## src/rtl/pulse_gen_pkg.sv

```systemverilog
// Shared mode encodings, default step periods and run-state type for the
// fitness-tracker step-pulse generator.
package pulse_gen_pkg;

    localparam logic [1:0] MODE_WALK = 2'b00;
    localparam logic [1:0] MODE_JOG  = 2'b01;
    localparam logic [1:0] MODE_RUN  = 2'b10;
    localparam logic [1:0] MODE_IDLE = 2'b11;

    localparam int PERIOD_WALK_DEF = 1000;
    localparam int PERIOD_JOG_DEF  = 500;
    localparam int PERIOD_RUN_DEF  = 250;
    localparam int CNT_W_DEF       = 16;

    typedef enum logic {
        ST_IDLE = 1'b0,
        ST_RUN  = 1'b1
    } run_state_t;

endpackage

```

## src/rtl/pulse_period_sel.sv

```systemverilog
// Combinational activity-mode to pulse-period lookup; valid is low for the
// idle mode code so the top can park its counter.
module pulse_period_sel
    import pulse_gen_pkg::*;
#(
    parameter int CNT_W       = CNT_W_DEF,
    parameter int PERIOD_WALK = PERIOD_WALK_DEF,
    parameter int PERIOD_JOG  = PERIOD_JOG_DEF,
    parameter int PERIOD_RUN  = PERIOD_RUN_DEF
) (
    input  logic [1:0]       mode,
    output logic [CNT_W-1:0] period,
    output logic             valid
);

    always_comb begin
        period = '0;
        valid  = 1'b0;
        case (mode)
            MODE_WALK: begin
                period = CNT_W'(PERIOD_WALK);
                valid  = 1'b1;
            end
            MODE_JOG: begin
                period = CNT_W'(PERIOD_JOG);
                valid  = 1'b1;
            end
            MODE_RUN: begin
                period = CNT_W'(PERIOD_RUN);
                valid  = 1'b1;
            end
            MODE_IDLE: begin
                period = '0;
                valid  = 1'b0;
            end
            default: begin
                period = '0;
                valid  = 1'b0;
            end
        endcase
    end

endmodule

```

## src/rtl/pulse_generator.sv

```systemverilog
// Step-pulse source: single-cycle registered pulses every P cycles while running.
// Define PULSE_GEN_STEP_COUNT_EN to add the saturating 16-bit step_count output.
module pulse_generator
    import pulse_gen_pkg::*;
#(
    parameter int PERIOD_WALK = PERIOD_WALK_DEF,
    parameter int PERIOD_JOG  = PERIOD_JOG_DEF,
    parameter int PERIOD_RUN  = PERIOD_RUN_DEF,
    parameter int CNT_W       = CNT_W_DEF
) (
    input  logic             clk,
    input  logic             reset,
    input  logic [1:0]       MODE,
    input  logic             START,
    input  logic             STOP,
    output logic             pulse_out,
    output run_state_t       state,
    output logic [CNT_W-1:0] cnt
`ifdef PULSE_GEN_STEP_COUNT_EN
    ,
    output logic [15:0]      step_count
`endif
);

    run_state_t       state_q, state_d;
    logic [CNT_W-1:0] cnt_q, cnt_d;
    logic             pulse_q, pulse_d;
    logic [CNT_W-1:0] period;
    logic             period_valid;
    logic [CNT_W-1:0] last_cnt;
`ifdef PULSE_GEN_STEP_COUNT_EN
    logic [15:0]      step_q, step_d;
`endif

    pulse_period_sel #(
        .CNT_W       (CNT_W),
        .PERIOD_WALK (PERIOD_WALK),
        .PERIOD_JOG  (PERIOD_JOG),
        .PERIOD_RUN  (PERIOD_RUN)
    ) u_period_sel (
        .mode   (MODE),
        .period (period),
        .valid  (period_valid)
    );

    assign last_cnt = period - CNT_W'(1);

    // >= rather than == so a switch to a shorter period fires on the next edge.
    always_comb begin
        state_d = state_q;
        cnt_d   = cnt_q;
        pulse_d = 1'b0;
`ifdef PULSE_GEN_STEP_COUNT_EN
        step_d  = step_q;
`endif
        case (state_q)
            ST_IDLE: begin
                cnt_d = '0;
                if (START && !STOP) begin
                    state_d = ST_RUN;
`ifdef PULSE_GEN_STEP_COUNT_EN
                    step_d  = '0;
`endif
                end
            end
            ST_RUN: begin
                if (STOP) begin
                    state_d = ST_IDLE;
                    cnt_d   = '0;
                end else if (!period_valid) begin
                    cnt_d = '0;
                end else if (cnt_q >= last_cnt) begin
                    pulse_d = 1'b1;
                    cnt_d   = '0;
`ifdef PULSE_GEN_STEP_COUNT_EN
                    if (step_q != 16'hFFFF) step_d = step_q + 16'd1;
`endif
                end else begin
                    cnt_d = cnt_q + CNT_W'(1);
                end
            end
            default: begin
                state_d = ST_IDLE;
                cnt_d   = '0;
            end
        endcase
    end

    always_ff @(posedge clk or posedge reset) begin
        if (reset) begin
            state_q <= ST_IDLE;
            cnt_q   <= '0;
            pulse_q <= 1'b0;
`ifdef PULSE_GEN_STEP_COUNT_EN
            step_q  <= '0;
`endif
        end else begin
            state_q <= state_d;
            cnt_q   <= cnt_d;
            pulse_q <= pulse_d;
`ifdef PULSE_GEN_STEP_COUNT_EN
            step_q  <= step_d;
`endif
        end
    end

    assign pulse_out = pulse_q;
    assign state     = state_q;
    assign cnt       = cnt_q;
`ifdef PULSE_GEN_STEP_COUNT_EN
    assign step_count = step_q;
`endif

endmodule

```

## config.mk

```make
export PLATFORM = sky130hd
export DESIGN_NAME = pulse_generator
export DESIGN_NICKNAME = d
export VERILOG_FILES = /design/src/rtl/pulse_gen_pkg.sv /design/src/rtl/pulse_period_sel.sv /design/src/rtl/pulse_generator.sv
export SDC_FILE = /design/constraint.sdc
export NUM_CORES = 1
export LEC_CHECK = 0
export ABC_AREA = 0
export CAP_MARGIN = 20
export CORE_UTILIZATION = 56
export CTS_CLUSTER_DIAMETER = 50
export DETAILED_ROUTE_END_ITERATION = 6
export GPL_TIMING_DRIVEN = 1
export MAX_ROUTING_LAYER = met4
export PLACE_DENSITY = 0.86
export SKIP_CTS_REPAIR_TIMING = 1
export SYNTH_ARGS = -nofsm -noshare
export SYNTH_HDL_FRONTEND = slang
export SYNTH_SLANG_ARGS = --single-unit
```

## constraint.sdc

```tcl
create_clock -name clk -period 4 [get_ports clk]
set_clock_uncertainty 0.1 [all_clocks]
set_input_delay 0.6 -clock clk [delete_from_list [all_inputs] [get_ports clk]]
set_output_delay 0.6 -clock clk [all_outputs]
set_load 0.02 [all_outputs]
```

---- Word level (Yosys, flattened, before mapping) ----
Index checks and enable logic that the tools add are counted.
storage, ports and cells
  register bits after elaboration ......... 18
  input port bits ......................... 6
  output and inout bits ................... 18
operators by class
  add/sub/neg operators ................... 2
  order comparisons ....................... 1
  eq/ne operators ......................... 3
  multiplexer cells ....................... 13
  bitwise logic cells ..................... 1
  reductions and logical operators ........ 4
operator list
  operator                                                                number
  16-bit one-hot mux with 4 select lines                                  1
  16-bit 2-to-1 mux                                                       3
  16-bit one-hot mux with 2 select lines                                  1
  16-bit by 1-bit adder with 16-bit output (second input constant)        1
  16-bit >= comparator                                                    1
  16-bit by 1-bit subtractor with 16-bit output (second input constant)   1
  1-bit 2-to-1 mux                                                        6
  2-bit equality test (second input constant)                             2
  1-bit one-hot mux with 2 select lines                                   2
  3-bit OR reduction                                                      1
  2-bit by 1-bit equality test with 1-bit output (second input constant)  1
  2-bit zero test                                                         1
  1-bit logical AND                                                       1
  1-bit zero test                                                         1
  1-bit NOT                                                               1

---- Depth between registers and ports, before layout ----
Gate-level depths: netlist of run 1.
  word-level depth ........................ 8
  mapped depth ............................ 9

---- Hierarchy ----
From an unflattened synthesis of run 1, not the netlist that was laid out.
second synthesis, totals
  cells, all modules ...................... 182
  area total of the unflattened synthesis .. 1556.5 um2
by module, submodules not included
  module            instances  cells each  area each (um2)
  pulse_generator   1          162         1403.8
  pulse_period_sel  1          20          152.6

---- Worst setup path before layout of run 1 ----
No wires, ideal clock.
  kind .................................... input -> register
  start ................................... in MODE[0]
  end ..................................... reg cnt_q[0], in the netlist cnt[0]
  arrival time ............................ 2377 ps
  data required time ...................... 3760 ps
  slack ................................... 1383 ps
  stages on the path ...................... 8
  path buffers ............................ 1
  cells stage by stage .................... ha_1 -> inv_1 -> ha_1 -> nand4_1 -> or4_4 -> o21ai_4 -> buf_6 -> nor4_1
on the way
  cells in the longest elaborated chain, start to end .. 8
RTL lines
  element                                        line                    text
  start, declared                                pulse_generator.sv:13   input logic [1:0] MODE,
  2-bit equality test (tied with other cells)    pulse_period_sel.sv:19  case (mode)
  16-bit one-hot mux with 4 select lines         pulse_period_sel.sv:19
  16-bit by 1-bit subtractor with 16-bit output  pulse_generator.sv:46   assign last_cnt = period - CNT_W'(1);
  16-bit >= comparator                           pulse_generator.sv:72   end else if (cnt_q >= last_cnt) begin
  16-bit 2-to-1 mux                              pulse_generator.sv:72
  16-bit 2-to-1 mux (*)                          pulse_generator.sv:70   end else if (!period_valid) begin
  16-bit 2-to-1 mux (*)                          pulse_generator.sv:67   if (STOP) begin
  16-bit one-hot mux with 2 select lines (*)     pulse_generator.sv:56   case (state_q)
  net cnt_d[0]                                   pulse_generator.sv:26   logic [CNT_W-1:0] cnt_q, cnt_d;
  end signal, assigned                           pulse_generator.sv:99   cnt_q <= cnt_d;
  end, declared                                  pulse_generator.sv:26
The timed path passes the listed nets; every way through them passes the cells marked *. The select of a mux whose other input is x is not followed.

---- Final worst setup path of run 1 ----
  start ................................... in MODE[1]
  end ..................................... reg cnt_q[13], in the netlist cnt[13]
The elaborated chain is that of the path after synthesis.

==> metrics.cfg, run 1 <==
[critical_path]
crit_slowest_cell=or4_4
reg2reg_slack_ps=1660
critPathArrivalTime_ps=3210
rr_worst_depth=5
path_class=in -> reg
max_stage_delay_ps=580
end_kind=flop
crit_top_cell=ha_1
crit_chain=clkdlybuf4s50_1, ha_1, inv_1, ha_1, nand4_1, or4_4, o21ai_4, nor4_1
start_kind=primary input
r2r-end=cnt[13]$_DFF_PP0_
r2r-start=cnt[13]$_DFF_PP0_
cp_data_required_time_ps=4060
crit_fanout=16

[route]
routed_wl_um=3002
viasPerCell=6.210
wl_per_cell_um=16.14
drt_iter0_drc=50
ant_nets=0
vias=1155
drt-pass1-iter-count=7
drc=0

[logic_synthesis]
synth_cell_type_count=29
synth_ff_type=dfrtp_1
syn_avg_cell_area_um2=9.868
ys_ff_latch=18
synthArstFlopShare_pct=100.0
seq_area_frac_synth_pct=34.32
synth_area_um2=1313
synth_warnings=0
syn_inst=133
synth_fp_nets=158
synth_edf_count=0

[cts]
clock-sinks=18
cts.clk_slew.worst_paths_ps=110
cts.htree.levels=1
cts_buffers=3
cts_root_buffer=clkbuf_4
clkLatencyLatePin_ps=300
clock_path_buffers=2
cts_tree=done

[floorplanning]
dieWidth_um=50.41
die-area_um2=2541
die_h_um=50.41
initial_core_util_pct=59.33
fp.coreArea_um2=2212
rows=17
io_pins=24

[pwr]
p_total_uw=337.0
powerDensity_nw_per_um2=211.3
internal_power_uw=254.4
p_leak_nw=0.6366
p_sw_uw=82.65
seqPwrFrac_pct=54.9
comb_power_share_pct=11.4
sw_frac_of_total_pct=24.52
ir_drop_mv=0.1796
clock_power_share_pct=33.7

[global_route]
grt_pass1_wl_um=4878
antenna_found_initial=0
grt_pass1_vias=1089
overflow=0
grt_max_degree=19
grt_usage_pct=27.31

[timing]
min_period_ps=3147
slew_violations=0
setup_viol=0
fmax_mhz=317.7
rsz0062_at_grt=no
tns_ps=0
worst_pin_slew_ps=688.7
fin_ws_ps=852.8
final-hold-violation-count=0
relSlewSlack_pct=54.03
timing.final.crit_share_pct=78.68

[cells_and_area]
layout-area-overhead-vs-synth_pct=21.54
layout-drive-gt1-share_pct=8.228
area.sequential_um2=450.4
n_fill_cell=179
antenna_cells=0
multi_input_area_um2=802.0
final_area_um2=1595
fin_nets=184
utilization_pct=72.12

[hold_path]
hp-start=state$_DFF_PP0_
whs_path_depth=2
min_to=state$_DFF_PP0_
hold_path_class=reg -> reg

[placed_design]
dp_slack_ps=562.2
portBuffers=23
dp_hpwl_um=2211
dpl-instance-area_um2=1559
gp_congestion=0.8854

[run]
maxCapViolCount=0

[run_status]
status=finished clean

[flip-flops by register name, summed over array words and instances (netlist names)]
register,cells
cnt,16
pulse_out,1
state,1
[metal layers]
| metal | wire [um] | up-vias | share of wire (%) | track usage [%] |
|---|---|---|---|---|
| met4 | 82 | 0 | 2.7 | 10.65 |
| met5 | 0 | - | 0 | - |
| met3 | 148 | 11 | 4.9 | 5.152 |
| met2 | 1505 | 50 | 50 | 48.22 |
| li1 | - | 547 | - | - |
| met1 | 1266 | 547 | 42 | 30.19 |
[area by class of cell]
type                       count  area share, %
multi-input combinational    104          50.27
sequential                    18          28.24
timing repair buffer          25          15.37
clock buffer                   4          2.275
tap                           28          2.196
inverter                       7          1.647
[through the flow]
stage / cells / hold slack (ps)
floorplan: 133 / 438.6
global placement: 182 / 415.3
detailed placement: 182 / 414.8
CTS: 186 / 446.5
global route: 186 / 470.9
finish: 186 / 444.2
[critical path: cells and delay by family]
| kind | cells | cell delay [ps] |
|---|---|---|
| compound gates | 1 | 410 |
| fa+ha+maj | 2 | 620 |
| buf+inv | 2 | 690 |
| simple gates | 3 | 870 |
[synth_stat cells, types with 2 or more instances]
cell type  instances  area, um^2
a21oi_1            6       30.03
buf_6              2       22.52
dfrtp_1           18       450.4
ha_1              19       237.7
inv_1              7       26.28
nand2_1            7       26.28
nand3_1            5       25.02
nand4_1            7       43.79
nor2_1             7       26.28
nor3_1             3       15.01
nor4_1            19       118.9
o21a_1             2       15.01
xnor2_1           13       113.9
xor2_1             3       26.28
[placed cells by master (no fill, tap or decap)]
| cell type | netlist | layout |
|---|---|---|
| a21oi_1 | 6 | 6 |
| nor4_1 | 19 | 19 |
| nand2_1 | 7 | 7 |
| or4_4 | 1 | 1 |
| xnor2_1 | 13 | 13 |
| inv_1 | 7 | 7 |
| nor3b_1 | 1 | 1 |
| a211oi_2 | 1 | 1 |
| or2_1 | 1 | 1 |
| o31a_2 | 1 | 1 |
| a21o_1 | 1 | 1 |
| xor2_1 | 3 | 3 |
| nor4b_1 | 1 | 1 |
| nand4_1 | 7 | 7 |
| clkdlybuf4s50_1 | 0 | 23 |
| a31oi_1 | 1 | 1 |
| nand3_1 | 5 | 5 |
| nor3_1 | 3 | 3 |
| clkbuf_8 | 0 | 1 |
| nand3_2 | 1 | 1 |
| o21ai_4 | 1 | 1 |
| nor2_1 | 7 | 7 |
| o21a_1 | 2 | 2 |
| buf_4 | 1 | 2 |
| nor4_2 | 1 | 1 |
| o221ai_1 | 1 | 1 |
| dfrtp_1 | 18 | 18 |
| clkbuf_4 | 0 | 3 |
| ha_1 | 19 | 19 |
| nand2_2 | 1 | 1 |
[logic make-up after synthesis]
group                      synth area share, %
AOI/OAI and AO/OA                        8.104
buffers and inverters                    4.576
xor gates and xnor gates                 10.68
adders and majority gates                18.11
and+or+nand+nor                          24.21
DFF                                      34.32
[power by group through the flow]
stage                     Combinational [mW]  Clock (mW)  Sequential [mW]
after global placement                0.0362           0            0.189
final                                 0.0383       0.114            0.185
after floorplan                       0.0229           0            0.190
after global routing                  0.0426       0.124            0.185
after detailed placement              0.0381           0            0.189
after CTS                             0.0387       0.117            0.185
[worst max-delay path by stage]
stage | startpoint | endpoint | depth (start not counted)
finish | MODE[1] | cnt[13]$_DFF_PP0_ | 8
global route | MODE[1] | cnt[10]$_DFF_PP0_ | 8
CTS | MODE[1] | cnt[13]$_DFF_PP0_ | 8
detailed placement | MODE[1] | cnt[13]$_DFF_PP0_ | 8
global placement | MODE[1] | cnt[2]$_DFF_PP0_ | 8
floorplan | MODE[0] | cnt[0]$_DFF_PP0_ | 8
Note: power is estimated with default switching activity, not from simulation.
==> run 2, diff against run 1 <==
--- a/config.mk
+++ b/config.mk
@@ -7,12 +7,12 @@
 export LEC_CHECK = 0
 export ABC_AREA = 0
 export CAP_MARGIN = 20
-export CORE_UTILIZATION = 56
+export CORE_UTILIZATION = 52
 export CTS_CLUSTER_DIAMETER = 50
 export DETAILED_ROUTE_END_ITERATION = 6
 export GPL_TIMING_DRIVEN = 1
 export MAX_ROUTING_LAYER = met4
-export PLACE_DENSITY = 0.86
+export PLACE_DENSITY = 0.8
 export SKIP_CTS_REPAIR_TIMING = 1
 export SYNTH_ARGS = -nofsm -noshare
 export SYNTH_HDL_FRONTEND = slang
==> constraint.sdc (replaced) <==
create_clock -name clk -period 2.9 [get_ports clk]
set_clock_uncertainty 0.1 [all_clocks]
set_input_delay 0.435 -clock clk [delete_from_list [all_inputs] [get_ports clk]]
set_output_delay 0.435 -clock clk [all_outputs]
set_load 0.02 [all_outputs]
==> run 2 against run 1 <==
  * Cell count grew 2.7%
  * Count of clock-buffer cells in the layout did not move
  * Global-route usage up 2.2 points
  * Critical endpoint unchanged
  * Flip-flop and latch count did not move
  * Register-to-register slack worse by 980 ps
  * Routed wire length increased by 8.8%
  * Worst hold slack worse by 25 ps
  * Worst setup slack worse by 760 ps
  * Sequential share of layout area shrank 0.96 points
  * Non-clock buffer count up 5
  * Combinational power is 56% higher
==> metrics.cfg, run 2 (same netlist as run 1, synthesis figures left out) <==
[run_status]
status=finished clean

[critical_path]
cp_data_required_time_ps=2970  ; -1090 ps
start_kind=primary input
r2r-start=cnt[13]$_DFF_PP0_
max_stage_delay_ps=590  ; about the same
reg2reg_slack_ps=680  ; -980 ps
crit_slowest_cell=or4_4
rr_worst_depth=6  ; +1
critPathArrivalTime_ps=2870  ; -340 ps
crit_chain=clkdlybuf4s50_1, ha_2, inv_1, ha_1, nand4_1, or4_4, o21ai_4, buf_12, nor4_1
crit_fanout=16  ; unchanged
path_class=in -> reg
r2r-end=cnt[13]$_DFF_PP0_
end_kind=flop

[cells_and_area]
largest_register_ff_count=16  ; unchanged
fin_nets=189  ; +2.7%
n_fill_cell=180  ; +0.56%
layout-drive-gt1-share_pct=11.66  ; +3.4 points
layout-area-overhead-vs-synth_pct=25.83
layout_commonest_cell=clkdlybuf4s50_1
mostFrequentLayoutCells=clkdlybuf4s50_1 (23), nor4_1 (19), ha_1 (18), dfrtp_1 (18), xnor2_1 (13)
fin_cells=191  ; +2.7%
antenna_cells=0  ; unchanged

[placed_design]
dp.cells=186  ; +2.2%
portBuffers=23  ; unchanged
dp_hpwl_um=2385  ; +7.9%
gp_congestion=0.8995  ; +1.6%

[timing]
fmax_mhz=356.5
rsz0062_at_grt=no
worst_pin_slew_ps=697.1  ; +8.360 ps
final-hold-violation-count=0  ; unchanged
setup_viol=0  ; unchanged
min_period_ps=2805
timing.final.crit_share_pct=96.72
slew_violations=0  ; unchanged
hold_ws_ps=418.9  ; -25.37 ps
relSlewSlack_pct=53.48  ; -0.56 points

[route]
ant_nets=0  ; unchanged
wl_per_cell_um=17.10  ; +6.0%
drt_iter0_drc=29  ; -42%
viasPerCell=6.288  ; +1.3%
drt-pass1-iter-count=4  ; -3
routed_wl_um=3267  ; +8.8%
drc=0  ; unchanged
vias=1201  ; +4.0%

[global_route]
overflow=0  ; unchanged
grt_pass1_wl_um=5582  ; +14%
grt_max_degree=19  ; unchanged
antenna_found_initial=0  ; unchanged
grt_pass1_vias=1195  ; +9.7%
grt_usage_pct=29.53  ; +2.2 points

[floorplanning]
rows=17  ; unchanged
die_h_um=52.24  ; +3.6%
io_pins=24  ; unchanged
fp.coreArea_um2=2297  ; +3.8%
initial_core_util_pct=57.14  ; -2.2 points
dieWidth_um=52.24  ; +3.6%
die-area_um2=2729  ; +7.4%

[pwr]
internal_power_uw=356.2  ; +40%
sw_frac_of_total_pct=25.11  ; +0.58 points
p_total_uw=475.6  ; +41%
powerDensity_nw_per_um2=288.0  ; +36%
comb_power_share_pct=12.5  ; +1.1 points
clock_power_share_pct=33.8  ; about the same
ir_drop_mv=0.3125  ; +74%
p_sw_uw=119.4  ; +44%
seqPwrFrac_pct=53.7  ; -1.2 points
p_leak_nw=0.6665  ; +4.7%

[hold_path]
hold_path_class=in -> async

[cts]
clock_path_buffers=2  ; unchanged
clkLatencyLatePin_ps=310  ; about the same
cts.htree.levels=1  ; unchanged
cts.clk_slew.worst_paths_ps=100  ; about the same
cts_tree=done
cts_root_buffer=clkbuf_4
clock-sinks=18  ; unchanged
cts_buffers=3  ; unchanged

[run]
maxCapViolCount=0  ; unchanged

[run 2: changes by cell type in the layout (fill, tap and decap cells not counted), sizes merged]
| cell | change |
|---|---|
| buf | +5 |
[run 2: final cells by class]
cell class / count / area (um^2) / area share, %
clock buffer: 4 / 36.28 / 2.197
inverter: 7 / 26.28 / 1.591
multi-input combinational: 104 / 804.5 / 48.71
sequential: 18 / 450.4 / 27.27
tap: 28 / 35.03 / 2.121
timing repair buffer: 30 / 299.0 / 18.11
[run 2: how the worst max path moves through the flow]
stage	start	endpoint	slack [ps]	cells after the start
global route	MODE[0]	cnt[15]$_DFF_PP0_	20	9
finish	MODE[1]	cnt[13]$_DFF_PP0_	100	9
detailed placement	MODE[0]	cnt[13]$_DFF_PP0_	-400	7
global placement	MODE[1]	cnt[9]$_DFF_PP0_	-250	7
CTS	MODE[0]	cnt[13]$_DFF_PP0_	-90	7
floorplan	MODE[0]	cnt[0]$_DFF_PP0_	450	8
[run 2: worst max-delay path, delay by kind of cell]
family | cells | cell delay (ps)
adder cells (fa/ha/maj) | 2 | 570
AND/OR/NAND/NOR | 3 | 860
AO/OA/AOI/OAI | 1 | 180
buffers and inverters | 3 | 830
[run 2: power by group through the flow]
stage | registers, mW | clock network [mW] | logic, mW
6_report | 0.255 | 0.161 | 0.0596
5_1_grt | 0.256 | 0.172 | 0.0666
4_1_cts | 0.255 | 0.162 | 0.0595
3_5_place_dp | 0.260 | 0 | 0.0593
3_3_place_gp | 0.260 | 0 | 0.0560
2_1_floorplan | 0.262 | 0 | 0.0315
[run 2: metal layers]
metal  up-vias  wire, um  global-route usage (%)
met1       606      1363                   34.01
met2        30      1702                   48.72
met5         -         0                       -
met4         0        70                   14.91
li1        559         -                       -
met3         6       131                   6.087
[run 2: stage by stage]
stage | TNS, ps | setup WS [ps] | utilization (%) | cell area (um^2)
2_1_floorplan | 0 | 448.4 | - | 1313
3_3_place_gp | -3936 | -248.3 | 69.72 | 1602
3_5_place_dp | -6059 | -400.1 | 69.72 | 1602
4_1_cts | -718.7 | -85.91 | 71.30 | 1638
5_1_grt | 0 | 21.73 | 71.90 | 1652
6_report | 0 | 95.14 | 71.90 | 1652
